<file path="src/rtl/ab_pkg.sv">
// ---------------------------------------------------------------------------
// ab_pkg
// Shared defaults and entry layout for the a/b pair collector.
//   DATA_W_DEF / DEPTH_DEF / CNT_W_DEF : default parameter values
//   pair_t  : {a, b} byte pair, a in the MSBs
//   entry_t : one FIFO entry, {pair, mismatch flag}
//   entry_w : flat width of an entry for a given lane width
// ---------------------------------------------------------------------------
package ab_pkg;

    localparam int DATA_W_DEF = 8;
    localparam int DEPTH_DEF  = 4;
    localparam int CNT_W_DEF  = 16;

    typedef struct packed {
        logic [DATA_W_DEF-1:0] a;
        logic [DATA_W_DEF-1:0] b;
    } pair_t;

    typedef struct packed {
        pair_t pair;
        logic  mm;
    } entry_t;

    // Entries are stored flat as {a, b, mm} so the FIFO width follows DATA_W.
    function automatic int entry_w(input int data_w);
        return 2 * data_w + 1;
    endfunction

endpackage

</file>
<file path="src/rtl/ab_pair_collector_if.sv">
// ---------------------------------------------------------------------------
// ab_pair_collector_if
// Sample input, flush and output stream of the pair collector.
//   i_en/i_a/i_b : sample strobe and lane values
//   i_flush      : clear FIFO and duplicate history
//   i_ready      : downstream takes the head this cycle
//   o_valid/o_data/o_mismatch : head of the FIFO (first-word-fall-through)
//   o_full/o_level/o_drop_cnt : occupancy and saturating drop count
// Modports: master drives the inputs (producer/consumer side), slave is the
// collector itself.
// ---------------------------------------------------------------------------
interface ab_pair_collector_if
    import ab_pkg::*;
#(
    parameter int DATA_W = DATA_W_DEF,
    parameter int DEPTH  = DEPTH_DEF,
    parameter int CNT_W  = CNT_W_DEF
);
    localparam int LVL_W = $clog2(DEPTH + 1);

    logic                  i_en;
    logic [DATA_W-1:0]     i_a;
    logic [DATA_W-1:0]     i_b;
    logic                  i_flush;
    logic                  i_ready;
    logic                  o_valid;
    logic [2*DATA_W-1:0]   o_data;
    logic                  o_mismatch;
    logic                  o_full;
    logic [LVL_W-1:0]      o_level;
    logic [CNT_W-1:0]      o_drop_cnt;

    modport master (
        output i_en, i_a, i_b, i_flush, i_ready,
        input  o_valid, o_data, o_mismatch, o_full, o_level, o_drop_cnt
    );

    modport slave (
        input  i_en, i_a, i_b, i_flush, i_ready,
        output o_valid, o_data, o_mismatch, o_full, o_level, o_drop_cnt
    );

endinterface

</file>
<file path="src/rtl/ab_fifo_mem.sv">
// ---------------------------------------------------------------------------
// ab_fifo_mem
// First-word-fall-through FIFO storage with pointers and occupancy.
//   i_clk, i_rst : clock, synchronous active-high reset
//   i_flush      : empty the FIFO (contents kept, pointers/level cleared)
//   i_push/i_wdata : write one entry at the tail
//   i_pop        : advance the head
//   o_rdata      : entry at the read pointer (valid when o_empty=0)
//   o_level/o_full/o_empty : occupancy status
// The caller guarantees push only when not full or when popping.
// ---------------------------------------------------------------------------
module ab_fifo_mem #(
    parameter int DEPTH = 4,
    parameter int W     = 17
) (
    input  logic                         i_clk,
    input  logic                         i_rst,
    input  logic                         i_flush,
    input  logic                         i_push,
    input  logic [W-1:0]                 i_wdata,
    input  logic                         i_pop,
    output logic [W-1:0]                 o_rdata,
    output logic [$clog2(DEPTH+1)-1:0]   o_level,
    output logic                         o_full,
    output logic                         o_empty
);
    localparam int PTR_W = $clog2(DEPTH);
    localparam int LVL_W = $clog2(DEPTH + 1);

    logic [W-1:0]     mem_q [DEPTH];
    logic [W-1:0]     mem_d [DEPTH];
    logic [PTR_W-1:0] wr_ptr_q, wr_ptr_d;
    logic [PTR_W-1:0] rd_ptr_q, rd_ptr_d;
    logic [LVL_W-1:0] level_q, level_d;

    always_comb begin
        mem_d    = mem_q;
        wr_ptr_d = wr_ptr_q;
        rd_ptr_d = rd_ptr_q;
        level_d  = level_q;
        if (i_flush) begin
            wr_ptr_d = '0;
            rd_ptr_d = '0;
            level_d  = '0;
        end else begin
            if (i_push) begin
                mem_d[wr_ptr_q] = i_wdata;
                wr_ptr_d        = wr_ptr_q + PTR_W'(1);
            end
            if (i_pop) begin
                rd_ptr_d = rd_ptr_q + PTR_W'(1);
            end
            if (i_push && !i_pop) begin
                level_d = level_q + LVL_W'(1);
            end else if (i_pop && !i_push) begin
                level_d = level_q - LVL_W'(1);
            end
        end
    end

    // Storage is cleared on reset so the empty head reads as zero.
    always_ff @(posedge i_clk) begin
        if (i_rst) begin
            mem_q    <= '{default: '0};
            wr_ptr_q <= '0;
            rd_ptr_q <= '0;
            level_q  <= '0;
        end else begin
            mem_q    <= mem_d;
            wr_ptr_q <= wr_ptr_d;
            rd_ptr_q <= rd_ptr_d;
            level_q  <= level_d;
        end
    end

    assign o_rdata = mem_q[rd_ptr_q];
    assign o_level = level_q;
    assign o_full  = (level_q == LVL_W'(DEPTH));
    assign o_empty = (level_q == '0);

endmodule

</file>
<file path="src/rtl/ab_pair_collector.sv">
// ---------------------------------------------------------------------------
// ab_pair_collector
// Samples {a,b} byte pairs, suppresses consecutive duplicates, buffers
// accepted pairs in a small FIFO and presents them on a valid/ready stream
// with a capture-time a!=b flag. Offers lost to a full FIFO are counted.
//   i_clk, i_rst : clock, synchronous active-high reset (beats flush)
//   bus          : ab_pair_collector_if slave (sample in, stream out, status)
// ---------------------------------------------------------------------------
module ab_pair_collector
    import ab_pkg::*;
#(
    parameter int DATA_W = DATA_W_DEF,
    parameter int DEPTH  = DEPTH_DEF,
    parameter int CNT_W  = CNT_W_DEF
) (
    input  logic                  i_clk,
    input  logic                  i_rst,
    ab_pair_collector_if.slave    bus
);
    localparam int EW    = entry_w(DATA_W);
    localparam int LVL_W = $clog2(DEPTH + 1);

    logic [2*DATA_W-1:0] cand;
    logic [2*DATA_W-1:0] last_q, last_d;
    logic                last_vld_q, last_vld_d;
    logic [CNT_W-1:0]    drop_cnt_q, drop_cnt_d;

    logic                dup;
    logic                offer_new;
    logic                push;
    logic                pop;
    logic                drop;

    logic [EW-1:0]       wr_entry;
    logic [EW-1:0]       rd_entry;
    logic [LVL_W-1:0]    level;
    logic                full;
    logic                empty;

    assign cand     = {bus.i_a, bus.i_b};
    assign wr_entry = {cand, (bus.i_a != bus.i_b)};

    always_comb begin
        pop        = 1'b0;
        dup        = 1'b0;
        offer_new  = 1'b0;
        push       = 1'b0;
        drop       = 1'b0;
        last_d     = last_q;
        last_vld_d = last_vld_q;
        drop_cnt_d = drop_cnt_q;

        pop       = !empty && bus.i_ready && !bus.i_flush;
        dup       = last_vld_q && (cand == last_q);
        offer_new = bus.i_en && !dup && !bus.i_flush;
        // A full FIFO still accepts when the head leaves on the same edge.
        push      = offer_new && (!full || pop);
        drop      = offer_new && full && !pop;

        if (bus.i_flush) begin
            last_vld_d = 1'b0;
        end else if (push) begin
            last_d     = cand;
            last_vld_d = 1'b1;
        end

        // History is left alone on a drop so the same pair is retried.
        if (drop && (drop_cnt_q != '1)) begin
            drop_cnt_d = drop_cnt_q + CNT_W'(1);
        end
    end

    always_ff @(posedge i_clk) begin
        if (i_rst) begin
            last_q     <= '0;
            last_vld_q <= 1'b0;
            drop_cnt_q <= '0;
        end else begin
            last_q     <= last_d;
            last_vld_q <= last_vld_d;
            drop_cnt_q <= drop_cnt_d;
        end
    end

    ab_fifo_mem #(
        .DEPTH (DEPTH),
        .W     (EW)
    ) u_fifo (
        .i_clk   (i_clk),
        .i_rst   (i_rst),
        .i_flush (bus.i_flush),
        .i_push  (push),
        .i_wdata (wr_entry),
        .i_pop   (pop),
        .o_rdata (rd_entry),
        .o_level (level),
        .o_full  (full),
        .o_empty (empty)
    );

    assign bus.o_valid    = !empty;
    assign bus.o_data     = rd_entry[EW-1:1];
    assign bus.o_mismatch = rd_entry[0];
    assign bus.o_full     = full;
    assign bus.o_level    = level;
    assign bus.o_drop_cnt = drop_cnt_q;

endmodule

</file>
<file path="src/flat_wrapper.sv">
// flat-port wrapper written by rule: the top's interface ports become plain ports
module ab_pair_collector_flat import ab_pkg::*;
#(
    parameter int DATA_W = DATA_W_DEF,
    parameter int DEPTH  = DEPTH_DEF,
    parameter int CNT_W  = CNT_W_DEF
)
  (i_clk, i_rst, bus_i_en, bus_i_a, bus_i_b, bus_i_flush, bus_i_ready, bus_o_valid, bus_o_data, bus_o_mismatch, bus_o_full, bus_o_level, bus_o_drop_cnt);
  ab_pair_collector_if #(.DATA_W(DATA_W), .DEPTH(DEPTH), .CNT_W(CNT_W)) bus_i ();
  input  logic i_clk;
  input  logic i_rst;
  input wire logic [$bits(bus_i.i_en)-1:0] bus_i_en;
  input wire logic [$bits(bus_i.i_a)-1:0] bus_i_a;
  input wire logic [$bits(bus_i.i_b)-1:0] bus_i_b;
  input wire logic [$bits(bus_i.i_flush)-1:0] bus_i_flush;
  input wire logic [$bits(bus_i.i_ready)-1:0] bus_i_ready;
  output wire logic [$bits(bus_i.o_valid)-1:0] bus_o_valid;
  output wire logic [$bits(bus_i.o_data)-1:0] bus_o_data;
  output wire logic [$bits(bus_i.o_mismatch)-1:0] bus_o_mismatch;
  output wire logic [$bits(bus_i.o_full)-1:0] bus_o_full;
  output wire logic [$bits(bus_i.o_level)-1:0] bus_o_level;
  output wire logic [$bits(bus_i.o_drop_cnt)-1:0] bus_o_drop_cnt;
  assign bus_i.i_en = bus_i_en;
  assign bus_i.i_a = bus_i_a;
  assign bus_i.i_b = bus_i_b;
  assign bus_i.i_flush = bus_i_flush;
  assign bus_i.i_ready = bus_i_ready;
  assign bus_o_valid = bus_i.o_valid;
  assign bus_o_data = bus_i.o_data;
  assign bus_o_mismatch = bus_i.o_mismatch;
  assign bus_o_full = bus_i.o_full;
  assign bus_o_level = bus_i.o_level;
  assign bus_o_drop_cnt = bus_i.o_drop_cnt;
  ab_pair_collector #(.DATA_W(DATA_W), .DEPTH(DEPTH), .CNT_W(CNT_W)) u_core (.i_clk(i_clk), .i_rst(i_rst), .bus(bus_i));
endmodule
</file>
<file path="config.mk">
export PLATFORM = sky130hd
export DESIGN_NAME = ab_pair_collector_flat
export DESIGN_NICKNAME = d
export VERILOG_FILES = /design/src/rtl/ab_pkg.sv /design/src/rtl/ab_pair_collector_if.sv /design/src/rtl/ab_fifo_mem.sv /design/src/rtl/ab_pair_collector.sv /design/src/flat_wrapper.sv
export SDC_FILE = /design/constraint.sdc
export NUM_CORES = 1
export LEC_CHECK = 0
export ABC_AREA = 0
export BUFFER_PORTS_ARGS = -buffer_cell sky130_fd_sc_hd__buf_2
export CORE_AREA = 2 2 93 104
export CTS_CLUSTER_DIAMETER = 120
export DETAILED_ROUTE_END_ITERATION = 6
export DIE_AREA = 0 0 95 106
export PLACE_DENSITY = 0.89
export SLEW_MARGIN = 20
export SYNTH_ARGS = -nofsm -noshare
export SYNTH_HDL_FRONTEND = slang
export SYNTH_SLANG_ARGS = --single-unit
export TNS_END_PERCENT = 10
</file>
<file path="constraint.sdc">
create_clock -name i_clk -period 4.6 [get_ports i_clk]
set_input_delay 0.23 -clock i_clk [delete_from_list [all_inputs] [get_ports i_clk]]
set_output_delay 0.23 -clock i_clk [all_outputs]
set_load 0.02 [all_outputs]
</file>
==> results.ini, run 1 <==
[outcome]
status=finished, final reports clean

[layout]
n_fill_cell=725
final_common_cell=dfxtp_1
final_util_pct=62.9
area.growth.synth_to_final_pct=8.52
nets=583
finalNonFillerCells=677
final_cell_mix=108 x dfxtp_1, 84 x nand2b_1, 69 x mux2i_1, 58 x buf_2, 30 x a21oi_1
drive_gt1_share_pct=18.9
diodes=0

[power_and_ir_drop]
clkPwrFrac_pct=32.6
power_frac_comb_pct=10.0
p_leak_nw=2.49
p_int_mw=1.24
power_frac_seq_pct=57.4
switchingPower_mw=0.436
swShare_pct=25.9
ir_worst_vdd_uv=141
power.density_nw_per_um2=293

[routing]
drt-initial-drc-count=175
remaining_drc_errors=0
viasPerCell=5.77
wirelength_mm=11.1
ant_nets=0
dr.pass1.iters=4
num_vias=3903
drt-wirelength-per-cell_um=16.4

[placement]
dp_cells=661
numPortBuffers=58
hpwl_mm=7.55
place_congestion=0.792

[clock_tree]
cts_max_level=3
clock_path_buffers=2
cts_sinks=108
postCtsSetupBuffers=0
insertion_delay_ns=0.38
post_cts_resized=0
holdBufCountCts=0
clk_pin_slew_ns=0.11
cts_tree=yes
cts_inserted_buffers=9
cts_root_buffer=clkbuf_8

[synthesis]
syn-instance-count=519
synth-adder-area-share_pct=1.80
netlist_area_um2=5290
synth-seq-area-share_pct=40.9
synth_mux_area_share_pct=21.2
synth.distinct_cells=43
synth_area_per_cell_um2=10.2
synth_simple_gate_area_share_pct=19.9
synth-xor-area-share_pct=4.64
syn_nets=547
synth_top_area_share_pct=40.9
synth_edf_count=0
yosysTopAreaCell=dfxtp_1
ys.flop_type=dfxtp_1
synth_area_leaders=dfxtp_1 41%, mux2i_1 13%, nand2b_1 9.9%, mux4_2 7.2%, a21oi_1 2.8%
ys_ff_latch=108
synthArstFlopShare_pct=0
synth_warnings=0
synth_top_family_by_area=multiplexers
synth-compound-area-share_pct=7.10

[worst_setup_path]
crit_arrival_ns=3.15
worst-setup-path-type=register to register
cp_cell_sequence=nor3b_2 -> nand2b_1 -> and2_1 -> nand3_1 -> mux2i_1
slowest_delay_ns=0.99
path_max_fanout=22
cp-end-kind=register
cp_data_required_time_ns=4.89
cp_slowest_cell=nand3_1
cp-start-kind=register

[floorplan]
die_y_um=106
die_w_um=95
row_count=37
num_io_pins=59
dieArea_um2=10100
start_util_pct=58.0
core_um2=9120

[timing]
fin_tns_setup_ns=0
tightest_slew_ns=1.13
rsz0062_at_grt=false
fmax_ghz=0.350
slew_headroom_pct=24.4
setup_violations=0
finalHoldViolations=0
min_period_ns=2.85
skew_ns=0.0103
drv_slew=0
finalCritPeriodShare_pct=62.0
whs_ns=0.163

[flow_run]
drv_cap=0

[global_routing]
first_global_vias=3863
antenna_found_initial=0
overflow=0
grt_pass1_wl_mm=18.1
grt_usage_pct=22.8
grt_max_degree=102

[worst_hold_path]
hold_class=input pin to register

==> final cells by class <==
cell class,count,area [um^2],share of cell area (%)
timing repair buffer,63,328,5.71
multi-input combinational,366,2890,50.3
clock inverter,5,46.3,0.807
clock buffer,11,141,2.46
inverter,7,26.3,0.458
tap,117,146,2.55
sequential,108,2160,37.7
==> synth_stat cells, types with 2 or more instances <==
master	instances
a21oi_1	30
buf_1	2
buf_2	4
buf_4	9
buf_6	4
clkbuf_1	19
dfxtp_1	108
ha_1	6
inv_1	7
mux2_2	4
mux2i_1	69
mux4_2	17
nand2_1	9
nand2b_1	84
nand3_1	28
nand4_1	6
nor2_1	11
nor2b_1	5
nor3_1	3
nor4_1	5
o21ai_0	21
o31ai_1	10
or3_1	3
or4_1	10
xnor2_1	15
xor2_1	13
==> per-layer routing <==
metal	routed length, um	part of all wire, %	global-route usage, %
met4	242	2.2	9.52
met5	0	0	0
met3	421	3.8	4.32
met2	5510	50	37.9
met1	4930	44	28.8
==> final timing paths <==
| kind | cells past startpoint | end | slack [ns] | startpoint |
|---|---|---|---|---|
| worst min-delay path | 3 | u_core.last_q[8] | 0.16 | bus_i_a[0] |
| worst min register to register | 2 | u_core.u_fifo.mem_q[46] | 0.48 | u_core.u_fifo.mem_q[46] |
| worst max register to register | 5 | u_core.u_fifo.mem_q[23] | 1.75 | u_core.u_fifo.o_level[0] |
| worst max-delay path | 5 | u_core.u_fifo.mem_q[23] | 1.75 | u_core.u_fifo.o_level[0] |
==> power groups by stage <==
stage	Combinational (mW)	Sequential (mW)	Clock, mW
2_1_floorplan	0.117	0.985	0
3_3_place_gp	0.161	0.985	0
3_5_place_dp	0.168	0.986	0
4_1_cts	0.169	0.965	0.557
5_1_grt	0.183	0.967	0.589
6_report	0.168	0.965	0.547
==> flip-flops by register name, summed over array words and instances, names as in the netlist <==
name,flops
u_core.last_q,16
u_core.last_vld_q,1
u_core.bus.o_drop_cnt,16
u_core.u_fifo.rd_ptr_q,2
u_core.u_fifo.o_level,3
u_core.u_fifo.mem_q,68
u_core.u_fifo.wr_ptr_q,2
==> through the flow <==
step                      total power [mW]  setup slack, ns  cell area, um^2
after detailed placement              1.15             1.68             5550
after floorplan                       1.10             2.18             5290
after global placement                1.15             1.81             5550
after CTS                             1.69             1.72             5740
final                                 1.68             1.75             5740
after global routing                  1.74             1.49             5740
==> worst max-delay path, delay by kind of cell (launching register included) <==
kind             cells  cell delay (ns)
and+or+nand+nor      4             1.88
DFF                  1             0.45
muxes                1             0.41
==> logic make-up (layout without fill, tap and decap cells) <==
kind of cell / after synthesis / count (layout)
muxes: 90 / 90
xor gates and xnor gates: 28 / 28
adders and majority gates: 7 / 7
buffers and inverters: 45 / 86
AOI/OAI and AO/OA: 65 / 65
DFF: 108 / 108
and+or+nand+nor: 176 / 176
Note: power is estimated with default switching activity, not from simulation.
==> run 2: changes to the inputs <==
--- a/config.mk
+++ b/config.mk
@@ -5,13 +5,13 @@
 export SDC_FILE = /design/constraint.sdc
 export NUM_CORES = 1
 export LEC_CHECK = 0
-export ABC_AREA = 0
+export ABC_AREA = 1
 export BUFFER_PORTS_ARGS = -buffer_cell sky130_fd_sc_hd__buf_2
-export CORE_AREA = 2 2 93 104
+export CORE_AREA = 2 2 98 110
 export CTS_CLUSTER_DIAMETER = 120
 export DETAILED_ROUTE_END_ITERATION = 6
-export DIE_AREA = 0 0 95 106
-export PLACE_DENSITY = 0.89
+export DIE_AREA = 0 0 100 112
+export PLACE_DENSITY = 0.88
 export SLEW_MARGIN = 20
 export SYNTH_ARGS = -nofsm -noshare
 export SYNTH_HDL_FRONTEND = slang
==> constraint.sdc (replaced) <==
create_clock -name i_clk -period 3 [get_ports i_clk]
set_input_delay 0.15 -clock i_clk [delete_from_list [all_inputs] [get_ports i_clk]]
set_output_delay 0.15 -clock i_clk [all_outputs]
set_load 0.02 [all_outputs]
==> results.ini, run 2 <==
[outcome]
status=finished, final reports clean  ; unchanged

[clock_tree]
cts_max_level=3  ; unchanged
clk_pin_slew_ns=0.08  ; was 0.11 ns
cts_root_buffer=clkbuf_16  ; was clkbuf_8
insertion_delay_ns=0.35  ; was 0.38 ns
cts_tree=yes  ; unchanged
cts_inserted_buffers=9  ; unchanged
postCtsSetupBuffers=0  ; unchanged
post_cts_resized=0  ; unchanged
holdBufCountCts=0  ; unchanged
clock_path_buffers=2  ; unchanged
cts_sinks=108  ; unchanged

[power_and_ir_drop]
power_frac_comb_pct=10.7  ; was 10.0%
switchingPower_mw=0.799  ; was 0.436 mW
swShare_pct=27.0  ; was 25.9%
power_frac_seq_pct=50.3  ; was 57.4%
ir_worst_vdd_uv=395  ; was 141 uV
p_int_mw=2.16  ; was 1.24 mW
report.power.total_mw=2.96  ; was 1.68 mW
p_leak_nw=3.10  ; was 2.49 nW
clkPwrFrac_pct=39.0  ; was 32.6%
power.density_nw_per_um2=470  ; was 293 nW/um^2

[floorplan]
row_count=39  ; was 37
die_y_um=112  ; was 106 um
dieArea_um2=11200  ; was 10100 um^2
num_io_pins=59  ; unchanged
die_w_um=100  ; was 95 um
core_um2=10100  ; was 9120 um^2
start_util_pct=57.7  ; was 58.0%

[layout]
final_cell_mix=273 x nand2_1, 167 x nor2_1, 114 x inv_1, 108 x dfxtp_1, 92 x a21oi_1  ; was 108 x dfxtp_1, 84 x nand2b_1, 69 x mux2i_1, 58 x buf_2, 30 x a21oi_1
diodes=0  ; unchanged
final_common_cell=nand2_1  ; was dfxtp_1
drive_gt1_share_pct=11.3  ; was 18.9%
finalNonFillerCells=1068  ; was 677
regMostFlops=u_core.u_fifo.mem_q  ; unchanged
final_util_pct=62.1  ; was 62.9%
largest_reg_flops=68  ; unchanged
area.growth.synth_to_final_pct=7.72  ; was 8.52%
final_area_um2=6300  ; was 5740 um^2
nets=968  ; was 583

[synthesis]
synth.most_common_cell=nand2_1  ; was dfxtp_1
synth.distinct_cells=29  ; was 43
synth-seq-area-share_pct=36.9  ; was 40.9%
ys.flop_type=dfxtp_1  ; unchanged
synth_warnings=0  ; unchanged
synth_edf_count=0  ; unchanged
synth_area_leaders=dfxtp_1 37%, nand2_1 18%, nor2_1 11%, a21oi_1 7.9%, inv_1 7.3%  ; was dfxtp_1 41%, mux2i_1 13%, nand2b_1 9.9%, mux4_2 7.2%, a21oi_1 2.8%
syn_nets=945  ; was 547
synth_common_cells=273 x nand2_1, 168 x nor2_1, 114 x inv_1, 108 x dfxtp_1, 92 x a21oi_1  ; was 108 x dfxtp_1, 84 x nand2b_1, 69 x mux2i_1, 30 x a21oi_1, 28 x nand3_1
netlist_area_um2=5850  ; was 5290 um^2
synth_area_per_cell_um2=6.38  ; was 10.2 um^2
synthArstFlopShare_pct=0  ; unchanged
synth_top_area_share_pct=36.9  ; was 40.9%
syn-instance-count=917  ; was 519
yosysTopAreaCell=dfxtp_1  ; unchanged
ys_ff_latch=108  ; unchanged

[timing]
finalCritPeriodShare_pct=78.1  ; was 62.0%
rsz0062_at_grt=false  ; unchanged
fin_ws_ns=0.658  ; was 1.75 ns
tightest_slew_ns=0.650  ; was 1.13 ns
slew_headroom_pct=56.6  ; was 24.4%
fin_tns_setup_ns=0  ; unchanged
fmax_ghz=0.427  ; was 0.350 GHz
min_period_ns=2.34  ; was 2.85 ns
whs_ns=0.126  ; was 0.163 ns
drv_slew=0  ; unchanged
finalHoldViolations=0  ; unchanged
skew_ns=0.0143  ; was 0.0103 ns
setup_violations=0  ; unchanged

[routing]
dr_wl_met2_mm=6.72  ; was 5.51 mm
m1WireLength_mm=5.72  ; was 4.93 mm
ant_nets=0  ; unchanged
drt-wirelength-per-cell_um=12.7  ; was 16.4 um
num_vias=5456  ; was 3903
drt-initial-drc-count=333  ; was 175
dr.pass1.iters=5  ; was 4
wirelength_mm=13.5  ; was 11.1 mm
viasPerCell=5.11  ; was 5.77
routed-wl-met3_um=735  ; was 421 um
remaining_drc_errors=0  ; unchanged
top_layer_used=met4  ; unchanged

[global_routing]
antenna_found_initial=0  ; unchanged
overflow=0  ; unchanged
grt_pass1_wl_mm=23.3  ; was 18.1 mm
first_global_vias=5162  ; was 3863
grt_max_degree=36  ; was 102
grt_usage_pct=25.3  ; was 22.8%

[placement]
place_ws_ns=0.704  ; was 1.68 ns
postPlaceCellArea_um2=6020  ; was 5550 um^2
place_congestion=0.878  ; was 0.792
numPortBuffers=58  ; unchanged
hpwl_mm=8.60  ; was 7.55 mm
dp_cells=1052  ; was 661

[worst_setup_path]
crit_arrival_ns=2.58  ; was 3.15 ns
reg2reg_from=u_core.u_fifo.o_level[0]  ; unchanged
cp-end-kind=register  ; unchanged
critPathTopFamily=simple AND/OR/NAND/NOR gates  ; unchanged
cp_data_required_time_ns=3.24  ; was 4.89 ns
worst-setup-path-type=register to register  ; unchanged
r2r-end=u_core.u_fifo.o_level[2]  ; was u_core.u_fifo.mem_q[23]
startpoint=u_core.u_fifo.o_level[0]  ; unchanged
cp-start-kind=register  ; unchanged
reg2regPathDepth=13  ; was 5
crit_buf_inv=2  ; was 0
r2r_setup_slack_ns=0.66  ; was 1.75 ns
slowest_delay_ns=0.47  ; was 0.99 ns
path_max_fanout=6  ; was 22
cp_cell_sequence=nor2_1 -> nand2_1 -> nand3b_2 -> nand2_4 -> nand3_2 -> inv_2 -> ha_1 -> inv_1 -> fa_1 -> a21oi_1 -> o21ai_0 -> o21ai_0 -> a21oi_1  ; was nor3b_2 -> nand2b_1 -> and2_1 -> nand3_1 -> mux2i_1
cp_slowest_cell=dfxtp_1  ; was nand3_1

[flow_run]
drv_cap=0  ; unchanged

[worst_hold_path]
worstHoldPathCells=3  ; unchanged
hold_end=u_core.last_q[13]  ; was u_core.last_q[8]
min-delay-start=bus_i_a[5]  ; was bus_i_a[0]
hold_class=input pin to register  ; unchanged

run 2: kinds of logic after synthesis:
family | after synthesis | synth area share (%)
buffers and inverters | 180 | 14.2
AO/OA/AOI/OAI | 113 | 9.66
AND/OR/NAND/NOR | 493 | 35.2
adder cells (fa/ha/maj) | 7 | 1.62
XOR/XNOR | 16 | 2.39
flip-flops | 108 | 36.9
run 2: power by group through the flow:
stage | clock network (mW) | logic, mW | registers [mW]
6_report | 1.16 | 0.316 | 1.49
5_1_grt | 1.23 | 0.353 | 1.49
4_1_cts | 1.17 | 0.316 | 1.49
3_5_place_dp | 0 | 0.312 | 1.52
3_3_place_gp | 0 | 0.307 | 1.52
2_1_floorplan | 0 | 0.241 | 1.52
run 2: cell type report:
type | count | area, um^2
Inverter | 122 | 458
Clock inverter | 5 | 43.8
Tap cell | 123 | 154
Sequential cell | 108 | 2160
Fill cell | 943 | 3840
Clock buffer | 11 | 243
Timing Repair Buffer | 70 | 380
Multi-Input combinational cell | 629 | 2860
run 2: worst register-to-register path, cell delays in order, from the launching register on:
cell and delay [ns]:
dfxtp_1 0.47, nor2_1 0.08, nand2_1 0.10, nand3b_2 0.14
nand2_4 0.20, nand3_2 0.12, inv_2 0.07, ha_1 0.13
inv_1 0.07, fa_1 0.38, a21oi_1 0.14, o21ai_0 0.11
o21ai_0 0.16, a21oi_1 0.05
run 2: worst max path at each step:
stage,cells after the start,slack (ns),endpoint
2_1_floorplan,14,0.36,u_core.u_fifo.o_level[2]
3_3_place_gp,13,0.80,u_core.u_fifo.o_level[2]
3_5_place_dp,13,0.70,u_core.u_fifo.o_level[2]
4_1_cts,13,0.68,u_core.u_fifo.o_level[2]
5_1_grt,13,0.43,u_core.u_fifo.o_level[2]
6_report,13,0.66,u_core.u_fifo.o_level[2]
run 2: layer usage:
layer	up-vias	global-route usage [%]
met4	0	11.0
met5	-	0
met1	2460	29.9
met3	25	5.40
met2	140	44.0
li1	2831	-
==> run 3: changes to the inputs <==
==> constraint.sdc (replaced) <==
create_clock -name i_clk -period 2.2 [get_ports i_clk]
set_input_delay 0.11 -clock i_clk [delete_from_list [all_inputs] [get_ports i_clk]]
set_output_delay 0.11 -clock i_clk [all_outputs]
set_load 0.02 [all_outputs]
==> results.ini, run 3 (synthesis gave the netlist of run 2 again) <==
[placement]
place_ws_ns=0.175  ; was 0.704 ns
numPortBuffers=58  ; unchanged
postPlaceCellArea_um2=6180  ; was 6020 um^2
dp_cells=1060  ; was 1052
place_congestion=0.897  ; was 0.878
hpwl_mm=8.82  ; was 8.60 mm

[layout]
nets=976  ; was 968
drive_gt1_share_pct=12.8  ; was 11.3%
diodes=0  ; unchanged
final_common_cell=nand2_1  ; unchanged
regMostFlops=u_core.u_fifo.mem_q  ; unchanged
area.growth.synth_to_final_pct=11.1  ; was 7.72%
final_cell_mix=272 x nand2_1, 166 x nor2_1, 112 x inv_1, 103 x dfxtp_1, 92 x a21oi_1  ; was 273 x nand2_1, 167 x nor2_1, 114 x inv_1, 108 x dfxtp_1, 92 x a21oi_1
finalNonFillerCells=1075  ; was 1068
largest_reg_flops=68  ; unchanged
final_area_um2=6500  ; was 6300 um^2

[power_and_ir_drop]
power.density_nw_per_um2=651  ; was 470 nW/um^2
p_leak_nw=3.20  ; was 3.10 nW
report.power.total_mw=4.23  ; was 2.96 mW
ir_worst_vdd_uv=380  ; was 395 uV

[routing]
num_vias=5563  ; was 5456
ant_nets=0  ; unchanged
wirelength_mm=13.8  ; was 13.5 mm
dr.pass1.iters=5  ; unchanged
viasPerCell=5.17  ; was 5.11
drt-initial-drc-count=382  ; was 333
drt-wirelength-per-cell_um=12.8  ; was 12.7 um
remaining_drc_errors=0  ; unchanged

[timing]
slew_headroom_pct=73.9  ; was 56.6%
setup_violations=0  ; unchanged
skew_ns=0.00773  ; was 0.0143 ns
rsz0062_at_grt=false  ; unchanged
fmax_ghz=0.490  ; was 0.427 GHz
finalCritPeriodShare_pct=92.7  ; was 78.1%
finalHoldViolations=0  ; unchanged
tightest_slew_ns=0.389  ; was 0.650 ns
drv_slew=0  ; unchanged
fin_ws_ns=0.160  ; was 0.658 ns
min_period_ns=2.04  ; was 2.34 ns
whs_ns=0.0651  ; was 0.126 ns

[clock_tree]
postCtsSetupBuffers=0  ; unchanged
post_cts_resized=0  ; unchanged
cts_inserted_buffers=9  ; unchanged
cts_root_buffer=clkbuf_16  ; unchanged
clk_pin_slew_ns=0.07  ; was 0.08 ns
cts_sinks=108  ; unchanged
clock_path_buffers=2  ; unchanged
cts_max_level=3  ; unchanged
holdBufCountCts=0  ; unchanged
insertion_delay_ns=0.35  ; about the same
cts_tree=yes  ; unchanged

[flow_run]
drv_cap=0  ; unchanged

[floorplan]
row_count=39  ; unchanged
die_y_um=112  ; unchanged
core_um2=10100  ; unchanged
num_io_pins=59  ; unchanged
dieArea_um2=11200  ; unchanged
start_util_pct=57.7  ; unchanged
die_w_um=100  ; unchanged

[global_routing]
overflow=0  ; unchanged
grt_max_degree=68  ; was 36
antenna_found_initial=0  ; unchanged
grt_pass1_wl_mm=23.3  ; about the same
grt-busiest-layer=met2  ; unchanged
first_global_vias=5123  ; was 5162
grtUsageMet3_pct=4.52  ; was 5.40%
use_met1_pct=32.2  ; was 29.9%
met2_usage_pct=42.0  ; was 44.0%
grt_usage_pct=25.3  ; about the same

[worst_setup_path]
path_max_fanout=6  ; unchanged
crit_arrival_ns=2.28  ; was 2.58 ns
cp_data_required_time_ns=2.44  ; was 3.24 ns
cp-end-kind=register  ; unchanged
cp-start-kind=register  ; unchanged
worst-setup-path-type=register to register  ; unchanged

[worst_hold_path]
hold_class=input pin to register  ; unchanged

[outcome]
status=finished, final reports clean  ; unchanged

## run 3: cell count changes in the layout (fill, tap and decap cells not counted), moves of 2 or more
cell	before	now
buf_4	12	16
buf_12	0	4
o21ai_1	0	3
clkinvlp_4	2	0
bufinv_16	0	2
o21ai_0	21	18
dfxtp_1	108	103
dfxtp_2	0	3
dfxtp_4	0	2
inv_1	114	112
## run 3: worst max-delay path, cell delays in order (launching register included)
cell and delay [ns]:
dfxtp_4 0.40, nor2_2 0.06, nand2_4 0.07, nand3b_4 0.12, nand2_8 0.14, nand3_4 0.10
inv_4 0.06, ha_1 0.15, inv_2 0.05, fa_1 0.37, a21oi_1 0.14, o21ai_1 0.09
o21ai_1 0.12, a21oi_1 0.04
## run 3: path summary, 6_finish.rpt
kind	start	endpoint	slack (ns)	depth (start not counted)
max	u_core.u_fifo.o_level[0]	u_core.u_fifo.o_level[2]	0.16	13
min	bus_i_a[7]	u_core.last_q[15]	0.07	3
max reg2reg	u_core.u_fifo.o_level[0]	u_core.u_fifo.o_level[2]	0.16	13
min reg2reg	u_core.u_fifo.rd_ptr_q[1]	u_core.u_fifo.rd_ptr_q[1]	0.46	2
## run 3: final cells by class
type	instances	area, um^2
fill	894	3650
multi-input combinational	629	2910
sequential	108	2170
timing repair buffer	78	490
inverter	122	460
clock buffer	11	243
tap	123	154
clock inverter	4	73.8
## run 3: through the flow
step	setup TNS, ns	utilization (%)
floorplan	-0.0107	-
global placement	0	60.9
detailed placement	0	60.9
CTS	0	64.0
global route	0	64.0
finish	0	64.0
## run 3: layer usage
| layer | share of wire [%] | up-vias | routed length [um] |
|---|---|---|---|
| met1 | 43 | 2492 | 5910 |
| met5 | 0 | - | 0 |
| met3 | 5.3 | 44 | 728 |
| li1 | - | 2837 | - |
| met4 | 3.0 | 0 | 419 |
| met2 | 49 | 190 | 6720 |
## run 3: power breakdown
part | switching (mW) | leakage (nW) | total (mW) | internal (mW)
registers | 0.0304 | 0.878 | 2.03 | 2.00
clock network | 0.710 | 0.156 | 1.73 | 1.02
logic | 0.310 | 2.16 | 0.461 | 0.151
